`config.mk`:
```
export PLATFORM = sky130hd
export DESIGN_NAME = jtag_dr_ctrl
export DESIGN_NICKNAME = d
export VERILOG_FILES = /design/src/rtl/jtag_dr_ctrl.sv
export SDC_FILE = /design/constraint.sdc
export NUM_CORES = 1
export LEC_CHECK = 0
export CORE_MARGIN = 2
export CORE_UTILIZATION = 52
export CTS_CLUSTER_DIAMETER = 200
export DETAILED_ROUTE_END_ITERATION = 8
export HOLD_SLACK_MARGIN = 0.06
export PLACE_DENSITY = 0.82
export SETUP_SLACK_MARGIN = 0.3
export SLEW_MARGIN = 25
export SYNTH_ARGS = -nofsm -noshare
export SYNTH_HDL_FRONTEND = slang
export SYNTH_SLANG_ARGS = --single-unit
```
`constraint.sdc`:
```
create_clock -name tck_i -period 2.2 [get_ports tck_i]
set_input_delay 0.22 -clock tck_i [delete_from_list [all_inputs] [get_ports tck_i]]
set_output_delay 0.22 -clock tck_i [all_outputs]
set_load 0.02 [all_outputs]
```
`src/rtl/jtag_dr_ctrl.sv`:
```
// JTAG data-register controller: IR decode, DR capture/shift/update, debug bus requests.
// Define JTAG_DR_TIMEOUT_EN to abandon accesses after TIMEOUT_CYC TCK cycles.
module jtag_dr_ctrl #(
  parameter logic [31:0] IDCODE      = 32'h1000_0001,
  parameter int          ADDR_W      = 7,
  parameter int          TIMEOUT_CYC = 1024
) (
  input  logic              tck_i,
  input  logic              trst_ni,
  input  logic [4:0]        ir_i,
  input  logic              capture_dr_i,
  input  logic              shift_dr_i,
  input  logic              update_dr_i,
  input  logic              td_i,
  output logic              td_o,
  output logic              req_valid_o,
  input  logic              req_ready_i,
  output logic              req_we_o,
  output logic [ADDR_W-1:0] req_addr_o,
  output logic [31:0]       req_wdata_o,
  input  logic              rsp_valid_i,
  input  logic              rsp_err_i,
  input  logic [31:0]       rsp_rdata_i
);

  localparam int SW = ADDR_W + 34;

  typedef enum logic [1:0] {
    S_IDLE,
    S_REQ,
    S_WAIT
  } state_t;

  state_t r_state;
  state_t w_state_nxt;

  logic [SW-1:0]     r_shift;
  logic [SW-1:0]     w_shift_nxt;
  logic [SW-1:0]     w_sr1;
  logic [SW-1:0]     w_cap_val;
  logic [1:0]        r_sticky;
  logic [31:0]       r_rdata;
  logic [ADDR_W-1:0] r_last_addr;
  logic [ADDR_W-1:0] r_addr;
  logic [31:0]       r_wdata;
  logic              r_we;

  logic              w_sel_id;
  logic              w_sel_st;
  logic              w_sel_acc;
  logic              w_sel_byp;
  logic [6:0]        w_len;
  logic              w_busy;
  logic              w_upd;
  logic              w_acc_upd;
  logic              w_start;
  logic              w_done;
  logic              w_timeout;
  logic [1:0]        w_op;
  logic [1:0]        w_acc_op;
  logic [31:0]       w_acc_data;
  logic [ADDR_W-1:0] w_acc_addr;

  assign w_sel_id  = (ir_i == 5'h01);
  assign w_sel_st  = (ir_i == 5'h10);
  assign w_sel_acc = (ir_i == 5'h11);
  assign w_sel_byp = ~(w_sel_id | w_sel_st | w_sel_acc);

  assign w_len = w_sel_acc ? 7'(SW) :
                 (w_sel_id | w_sel_st) ? 7'd32 : 7'd1;

  assign w_busy     = (r_state != S_IDLE);
  assign w_op       = w_busy ? 2'd3 : r_sticky;
  assign w_acc_op   = r_shift[1:0];
  assign w_acc_data = r_shift[33:2];
  assign w_acc_addr = r_shift[ADDR_W+33:34];

  assign w_upd     = update_dr_i & ~capture_dr_i & ~shift_dr_i;
  assign w_acc_upd = w_upd & w_sel_acc;
  assign w_start   = w_acc_upd & ~w_busy & (r_sticky == 2'd0) &
                     ((w_acc_op == 2'd1) | (w_acc_op == 2'd2));

  always_comb begin
    w_cap_val = '0;
    unique case (1'b1)
      w_sel_id: w_cap_val[31:0] = IDCODE;
      w_sel_st: begin
        w_cap_val[3:0]   = 4'h1;
        w_cap_val[9:4]   = 6'(ADDR_W);
        w_cap_val[11:10] = r_sticky;
      end
      w_sel_acc: w_cap_val = {r_last_addr, r_rdata, w_op};
      w_sel_byp: w_cap_val = '0;
      default:   w_cap_val = '0;
    endcase
  end

  // td_i lands at bit len-1; everything above the selected length clears
  assign w_sr1 = {1'b0, r_shift[SW-1:1]};

  always_comb begin
    w_shift_nxt = '0;
    for (int i = 0; i < SW; i++) begin
      if (7'(i) == w_len - 7'd1) begin
        w_shift_nxt[i] = td_i;
      end else if (7'(i) < w_len - 7'd1) begin
        w_shift_nxt[i] = w_sr1[i];
      end
    end
  end

`ifdef JTAG_DR_TIMEOUT_EN
  localparam logic [31:0] TO_LAST = 32'(TIMEOUT_CYC - 1);
  logic [31:0] r_cnt;

  always_ff @(posedge tck_i or negedge trst_ni) begin
    if (!trst_ni) begin
      r_cnt <= '0;
    end else if (w_start) begin
      r_cnt <= '0;
    end else if (w_busy) begin
      r_cnt <= r_cnt + 32'd1;
    end
  end

  assign w_timeout = w_busy & (r_cnt == TO_LAST);
`else
  assign w_timeout = 1'b0;
`endif

  always_comb begin
    w_state_nxt = r_state;
    w_done      = 1'b0;
    unique case (r_state)
      S_IDLE: begin
        if (w_start) w_state_nxt = S_REQ;
      end
      S_REQ: begin
        if (req_ready_i) begin
          if (rsp_valid_i) begin
            w_done      = 1'b1;
            w_state_nxt = S_IDLE;
          end else begin
            w_state_nxt = S_WAIT;
          end
        end
      end
      S_WAIT: begin
        if (rsp_valid_i) begin
          w_done      = 1'b1;
          w_state_nxt = S_IDLE;
        end
      end
      default: w_state_nxt = S_IDLE;
    endcase
    if (w_timeout) begin
      w_state_nxt = S_IDLE;
      w_done      = 1'b0;
    end
  end

  always_ff @(posedge tck_i or negedge trst_ni) begin
    if (!trst_ni) begin
      r_state <= S_IDLE;
    end else begin
      r_state <= w_state_nxt;
    end
  end

  always_ff @(posedge tck_i or negedge trst_ni) begin
    if (!trst_ni) begin
      r_shift     <= '0;
      r_sticky    <= 2'd0;
      r_rdata     <= '0;
      r_last_addr <= '0;
      r_addr      <= '0;
      r_wdata     <= '0;
      r_we        <= 1'b0;
    end else begin
      if (capture_dr_i) begin
        r_shift <= w_cap_val;
      end else if (shift_dr_i) begin
        r_shift <= w_shift_nxt;
      end
      if (w_start) begin
        r_addr      <= w_acc_addr;
        r_wdata     <= w_acc_data;
        r_we        <= w_acc_op[1];
        r_last_addr <= w_acc_addr;
      end
      if (w_done && !r_we) begin
        r_rdata <= rsp_rdata_i;
      end
      // later assignments win: bus errors outrank a same-cycle clear
      if (w_upd && w_sel_st && r_shift[16]) begin
        r_sticky <= 2'd0;
      end
      if (w_acc_upd && w_busy) begin
        r_sticky <= 2'd3;
      end
      if ((w_done && rsp_err_i) || w_timeout) begin
        r_sticky <= 2'd2;
      end
    end
  end

  assign td_o        = r_shift[0];
  assign req_valid_o = (r_state == S_REQ);
  assign req_we_o    = r_we;
  assign req_addr_o  = r_addr;
  assign req_wdata_o = r_wdata;

endmodule

```
# After elaboration in Yosys (flattened, before gate mapping)
# Cells that the tools add are included.
dict set report totals {
  regBits 117
  input_bits 46
  output_inout_bits 42
  wordCells 222
}
dict set report op_classes {
  add_sub_neg 1
  magnitude_cmp 40
  eq_ne 50
  muxes 100
  bitwise 11
  n_reduce_logical 13
}
# cell count
set op_table {}
lappend op_table {{== test 5 x 7 -> 1 bit, first input constant} 16}
lappend op_table {{less-than comparator 5 x 7 -> 1 bit, first input constant} 16}
lappend op_table {{two-way mux 1 bit} 83}
lappend op_table {{two-way mux 41 bit} 2}
lappend op_table {{== test 6 x 7 -> 1 bit, first input constant} 9}
lappend op_table {{== test 4 x 7 -> 1 bit, first input constant} 8}
lappend op_table {{less-than comparator 4 x 7 -> 1 bit, first input constant} 8}
lappend op_table {{less-than comparator 6 x 7 -> 1 bit, first input constant} 8}
lappend op_table {{one-hot mux 20 bit (2 select lines)} 1}
lappend op_table {{one-hot mux 12 bit (3 select lines)} 1}
lappend op_table {{== test 3 x 7 -> 1 bit, first input constant} 4}
lappend op_table {{less-than comparator 3 x 7 -> 1 bit, first input constant} 4}
lappend op_table {{two-way mux 2 bit} 8}
lappend op_table {{== test 2 x 7 -> 1 bit, first input constant} 2}
lappend op_table {{less-than comparator 1 x 7 -> 1 bit, first input constant} 2}
lappend op_table {{less-than comparator 2 x 7 -> 1 bit, first input constant} 2}
lappend op_table {{two-way mux 6 bit} 2}
lappend op_table {{== test 5 bit, second input constant} 2}
lappend op_table {{two-way mux 9 bit} 1}
lappend op_table {{== test 1 x 7 -> 1 bit, first input constant} 1}
lappend op_table {{zero test 7 bit} 1}
lappend op_table {{subtractor 6 x 1 -> 7 bit, second input constant} 1}
lappend op_table {{AND 1 bit} 6}
lappend op_table {{one-hot mux 2 bit (3 select lines)} 1}
lappend op_table {{other kinds (14)} 26}

# Longest topological paths before layout
dict set report depth {
  depth_word 10
  depth_mapped 7
  mapped_depth_nobuf 6
}

# Least setup slack after synthesis
# OpenSTA, ideal clock, no wires.
dict set report synth_path {
  kind {flip-flop to flip-flop}
  start {register r_state[1]}
  end {register r_rdata[10]}
  setup_ns 0.125
  t_arrival_ns 1.747
  required_time_ns 2.075
  path_slack_ns 0.328
  stages_incl_launch_ff 7
  n_path_buf 1
  period_less_slack_ns 1.872
  path_cell_list {dfrtp_1 -> inv_1 -> ha_1 -> a21oi_1 -> nor3_2 -> buf_2 -> mux2_2}
}
dict set report synth_via {
  elab_chain_cells 3
  word_cells_on_any_way 4
  classes_between {2 x eq/ne; 1 x mux; 1 x reduce/logical}
}
# item line
set synth_rtl {}
lappend synth_rtl {{start: declaration} 34} ;# state_t r_state;
lappend synth_rtl {{start signal: assignment} 166} ;# r_state <= w_state_nxt;
lappend synth_rtl {{== test 2 x 1 -> 1 bit} n/a}
lappend synth_rtl {{net req_valid_o} 16} ;# output logic req_valid_o,
lappend synth_rtl {{one-hot mux 1 bit (2 select lines)} 134} ;# unique case (r_state)
lappend synth_rtl {{logical AND 1 bit} 191} ;# if (w_done && !r_we) begin
lappend synth_rtl {{end signal: assignment} 192} ;# r_rdata <= rsp_rdata_i;
lappend synth_rtl {{end: declaration} 42} ;# logic [31:0] r_rdata;
# The timed path passes the listed nets, and every way through them passes these cells.
# A chain may end at the register's enable or synchronous reset.

# Worst setup path in the final report
dict set report layout_path {
  start {register r_state[0]}
  end {register r_wdata[6], in the netlist req_wdata_o[6]}
}
dict set report layout_via {
  elab_chain_cells 5
}
# item line
set layout_rtl {}
lappend layout_rtl {{nonzero test 2 bit} 72} ;# assign w_busy = (r_state != S_IDLE);
lappend layout_rtl {{NOT 1 bit} 80} ;# assign w_start = w_acc_upd & ~w_busy & (r_sticky == 2'd0) &
lappend layout_rtl {{AND 1 bit (3 in series)} 80}
lappend layout_rtl {{end signal: assignment} 187} ;# r_wdata <= w_acc_data;
lappend layout_rtl {{end: declaration} 45} ;# logic [31:0] r_wdata;
# No other way between the ends.

==> out/metrics.yaml <==
power_and_ir_drop:
  leakagePower_nw: 3.25
  p_per_area_mw_per_mm2: 863
  vdd_drop_max_mv: 0.535
critical_path:
  timing.rr.end: "req_wdata_o[6]"
  crit_chain: "inv_2 -> ha_4 -> and4bb_2 -> nand4_1 -> buf_4 -> clkbuf_16 -> mux2_2"
  r2r_start: "r_state[0]"
  worst-path-max-fanout: 10
  slowest_stage: "dfrtp_1"
  cp_data_required_time_ps: 2590
  rrSetupSlack_ps: 300
  rr_worst_depth: 7
  criticalPathCategory: "flop to flop"
  cpPeakStageDelay_ps: 410
  crit_arrival_ps: 2280
  critPathTopFamily: "buffers and inverters"
  worst_setup_path_start_kind: "flop"
  cp.buffers_inverters: 3
  worstSetupEndpointType: "flop"
timing:
  setup_viol_count_final: 0
  hold_violations: 0
  timing.fmax_mhz: 527
  fin_crit_sh_pct: 86.3
  rsz0062_at_grt: "no"
  fin_worst_skew_ps: 12.1
  finalSetupTns_ps: 0
  relSlewSlack_pct: 75.6
  tightestPinTransition_ps: 366
  min_period_ps: 1900
  slew_violations: 0
placement:
  dpl.hpwl_um: 7650
  placed_area_mm2: 0.00608
  gp_congestion: 0.811
  numPortBuffers: 87
routing:
  highest-signal-layer: "met4"
  first_pass_iters: 5
  wl_um: 12400
  ant_nets: 0
  wl_per_cell_um: 19.4
  drt-met1-wl_um: 5080
  drt_iter0_markers: 292
  drcViolationCount: 0
  via_count: 3653
  wl_met3_um: 774
  drt-vias-per-instance: 5.72
  met2_length_um: 6290
hold_path:
  holdCritPathClass: "input pin to async pin"
yosys:
  yosysSeqAreaShare_pct: 59.1
  ys_async_sr_fraction_pct: 100
  avgSynthCellArea_um2: 12.9
  yosys.cell_types.count: 39
  ys_ff_latch: 117
  syn_area_mm2: 0.00495
  yosys.area.top_type: "dfrtp_1"
  netlist_instances: 383
  yosys_warnings: 0
  synthFlopType: "dfrtp_1"
  synthesis.nets: 432
  synth_edf_count: 0
  yosys-top-cells-area: "dfrtp_1 (59%), mux2_2 (16%), a222oi_1 (3.0%)"
  synth_top_area_share_pct: 59.1
clocking:
  clock-sinks: 117
  cts.clk_slew.worst_paths_ps: 60
  cts_root_buffer: "clkbuf_8"
  cts_tree: "done"
  clkLatencyLatePin_ps: 510
  htreeDepth: 4
  cts_buffers: 17
  clock_path_buffers: 2
layout:
  final_util_pct: 74.0
  design_area_mm2: 0.00684
  nets: 546
  drive_gt1_share_pct: 27.8
  antennaDiodeCount: 0
  fill_cells: 622
  area_growth_pct: 38.1
global_route:
  grt_pass1_vias: 3925
  track_usage_pct: 25.6
  gr-total-overflow: 0
  antenna_found_initial: 0
  grt_max_degree: 68
  grt_pass1_wl_um: 19900
floorplan:
  core-area_mm2: 0.00924
  dieWidth_um: 102
  rows: 35
  io-pin-count: 88
  die_area_mm2: 0.0103
  dieHeight_um: 102
  start_util_pct: 53.6
outcome:
  status: "complete, no violations"
run:
  drv_cap: 0
## per-layer routing
metal / GRT usage [%] / up-vias
met3: 8.49 / 21
met5: 0 / -
met2: 42.1 / 144
met1: 32.2 / 1859
li1: - / 1629
met4: 7.90 / 0
## cells by family (layout without fill, tap and decap cells)
| logic type | after synthesis | count (layout) | share of synthesized area (%) |
|---|---|---|---|
| xor+xnor | 2 | 2 | 0.354 |
| mux | 80 | 80 | 18.0 |
| flops | 117 | 117 | 59.1 |
| compound gates | 73 | 73 | 11.0 |
| simple gates | 62 | 62 | 6.84 |
| buf+inv | 46 | 173 | 4.04 |
| fa+ha+maj | 3 | 3 | 0.758 |
## tightest hold or removal path: stages
cell and delay (ps):
dlygate4sd3_1 520, buf_4 140, buf_12 250
## layout make-up
cell class	instances	area (um^2)	area share (%)
Timing Repair Buffer	116	1190	17.3
Clock buffer	20	445	6.51
Multi-Input combinational cell	220	1850	27.0
Inverter	25	93.8	1.37
Tap cell	129	161	2.36
Clock inverter	12	178	2.60
Sequential cell	117	2930	42.8
## through the flow
step	hold WS [ps]	power, W	instances	worst slack (ps)
after floorplan	-75.6	0.00278	383	328
after global placement	35.9	0.00301	597	255
after detailed placement	38.3	0.00304	597	154
after CTS	250	0.00592	631	302
after global routing	269	0.00613	639	253
final	245	0.00591	639	301
## flip-flops by register name (all words and copies together) (netlist names)
name	count
r_shift	41
r_rdata	32
req_wdata_o	32
req_addr_o	7
r_state	2
r_sticky	2
req_we_o	1
## worst max path at each step
stage                    start             end  depth (start not counted)
detailed placement     ir_i[1]     r_shift[31]                          5
floorplan           r_state[1]     r_rdata[10]                          6
finish              r_state[0]  req_wdata_o[6]                          7
global route        r_state[0]  req_wdata_o[6]                          7
CTS                 r_state[0]  req_wdata_o[0]                          6
global placement       ir_i[1]     r_shift[40]                          5
## power by group
group	switching, W	internal (W)
sequential	0.000139	0.00238
clock	0.000973	0.00190
combinational	0.000222	0.000299
## cell usage in the layout (no fill, tap or decap), types with 4 or more instances in the layout
master           Yosys  layout
dfrtp_1            117     117
clkdlybuf4s50_1      0      85
mux2_2              71      71
nand2_1             30      30
inv_1               25      23
buf_4                0      20
clkbuf_16            0      17
a222oi_1            15      15
o21ai_0             13      13
a22oi_1             11      11
mux2i_1              9       9
nor2_1               8       7
o31ai_1              7       7
a21oi_1              6       6
nor2b_1              6       6
a31oi_1              6       6
buf_12               0       6
nand3_1              5       5
nand4_1              4       4
clkinvlp_4           0       4
bufinv_16            0       4
## what timing repair did
| item | CTS | global route |
|---|---|---|
| setup endpoints to repair | 1 | 67 |
| cloned | 0 | 1 |
| pin swaps | 0 | 0 |
| endpoints found under the hold margin | 117 | 0 |
| setup buffers | 0 | 7 |
| hold buffers | 2 | 0 |
| resized for setup | 1 | 11 |
## synth_stat cells (3+ instances only)
cell        n
nor2_1      8
o21ai_0    13
clkbuf_1    6
nand4_1     4
buf_2      10
nand3_1     5
mux2i_1     9
o22ai_1     3
a21oi_1     6
nand2_1    30
a31oi_1     6
nor2b_1     6
a222oi_1   15
o31ai_1     7
mux2_2     71
dfrtp_1   117
inv_1      25
buf_1       3
ha_1        3
a22oi_1    11
Power figures use the tool's default switching activity.
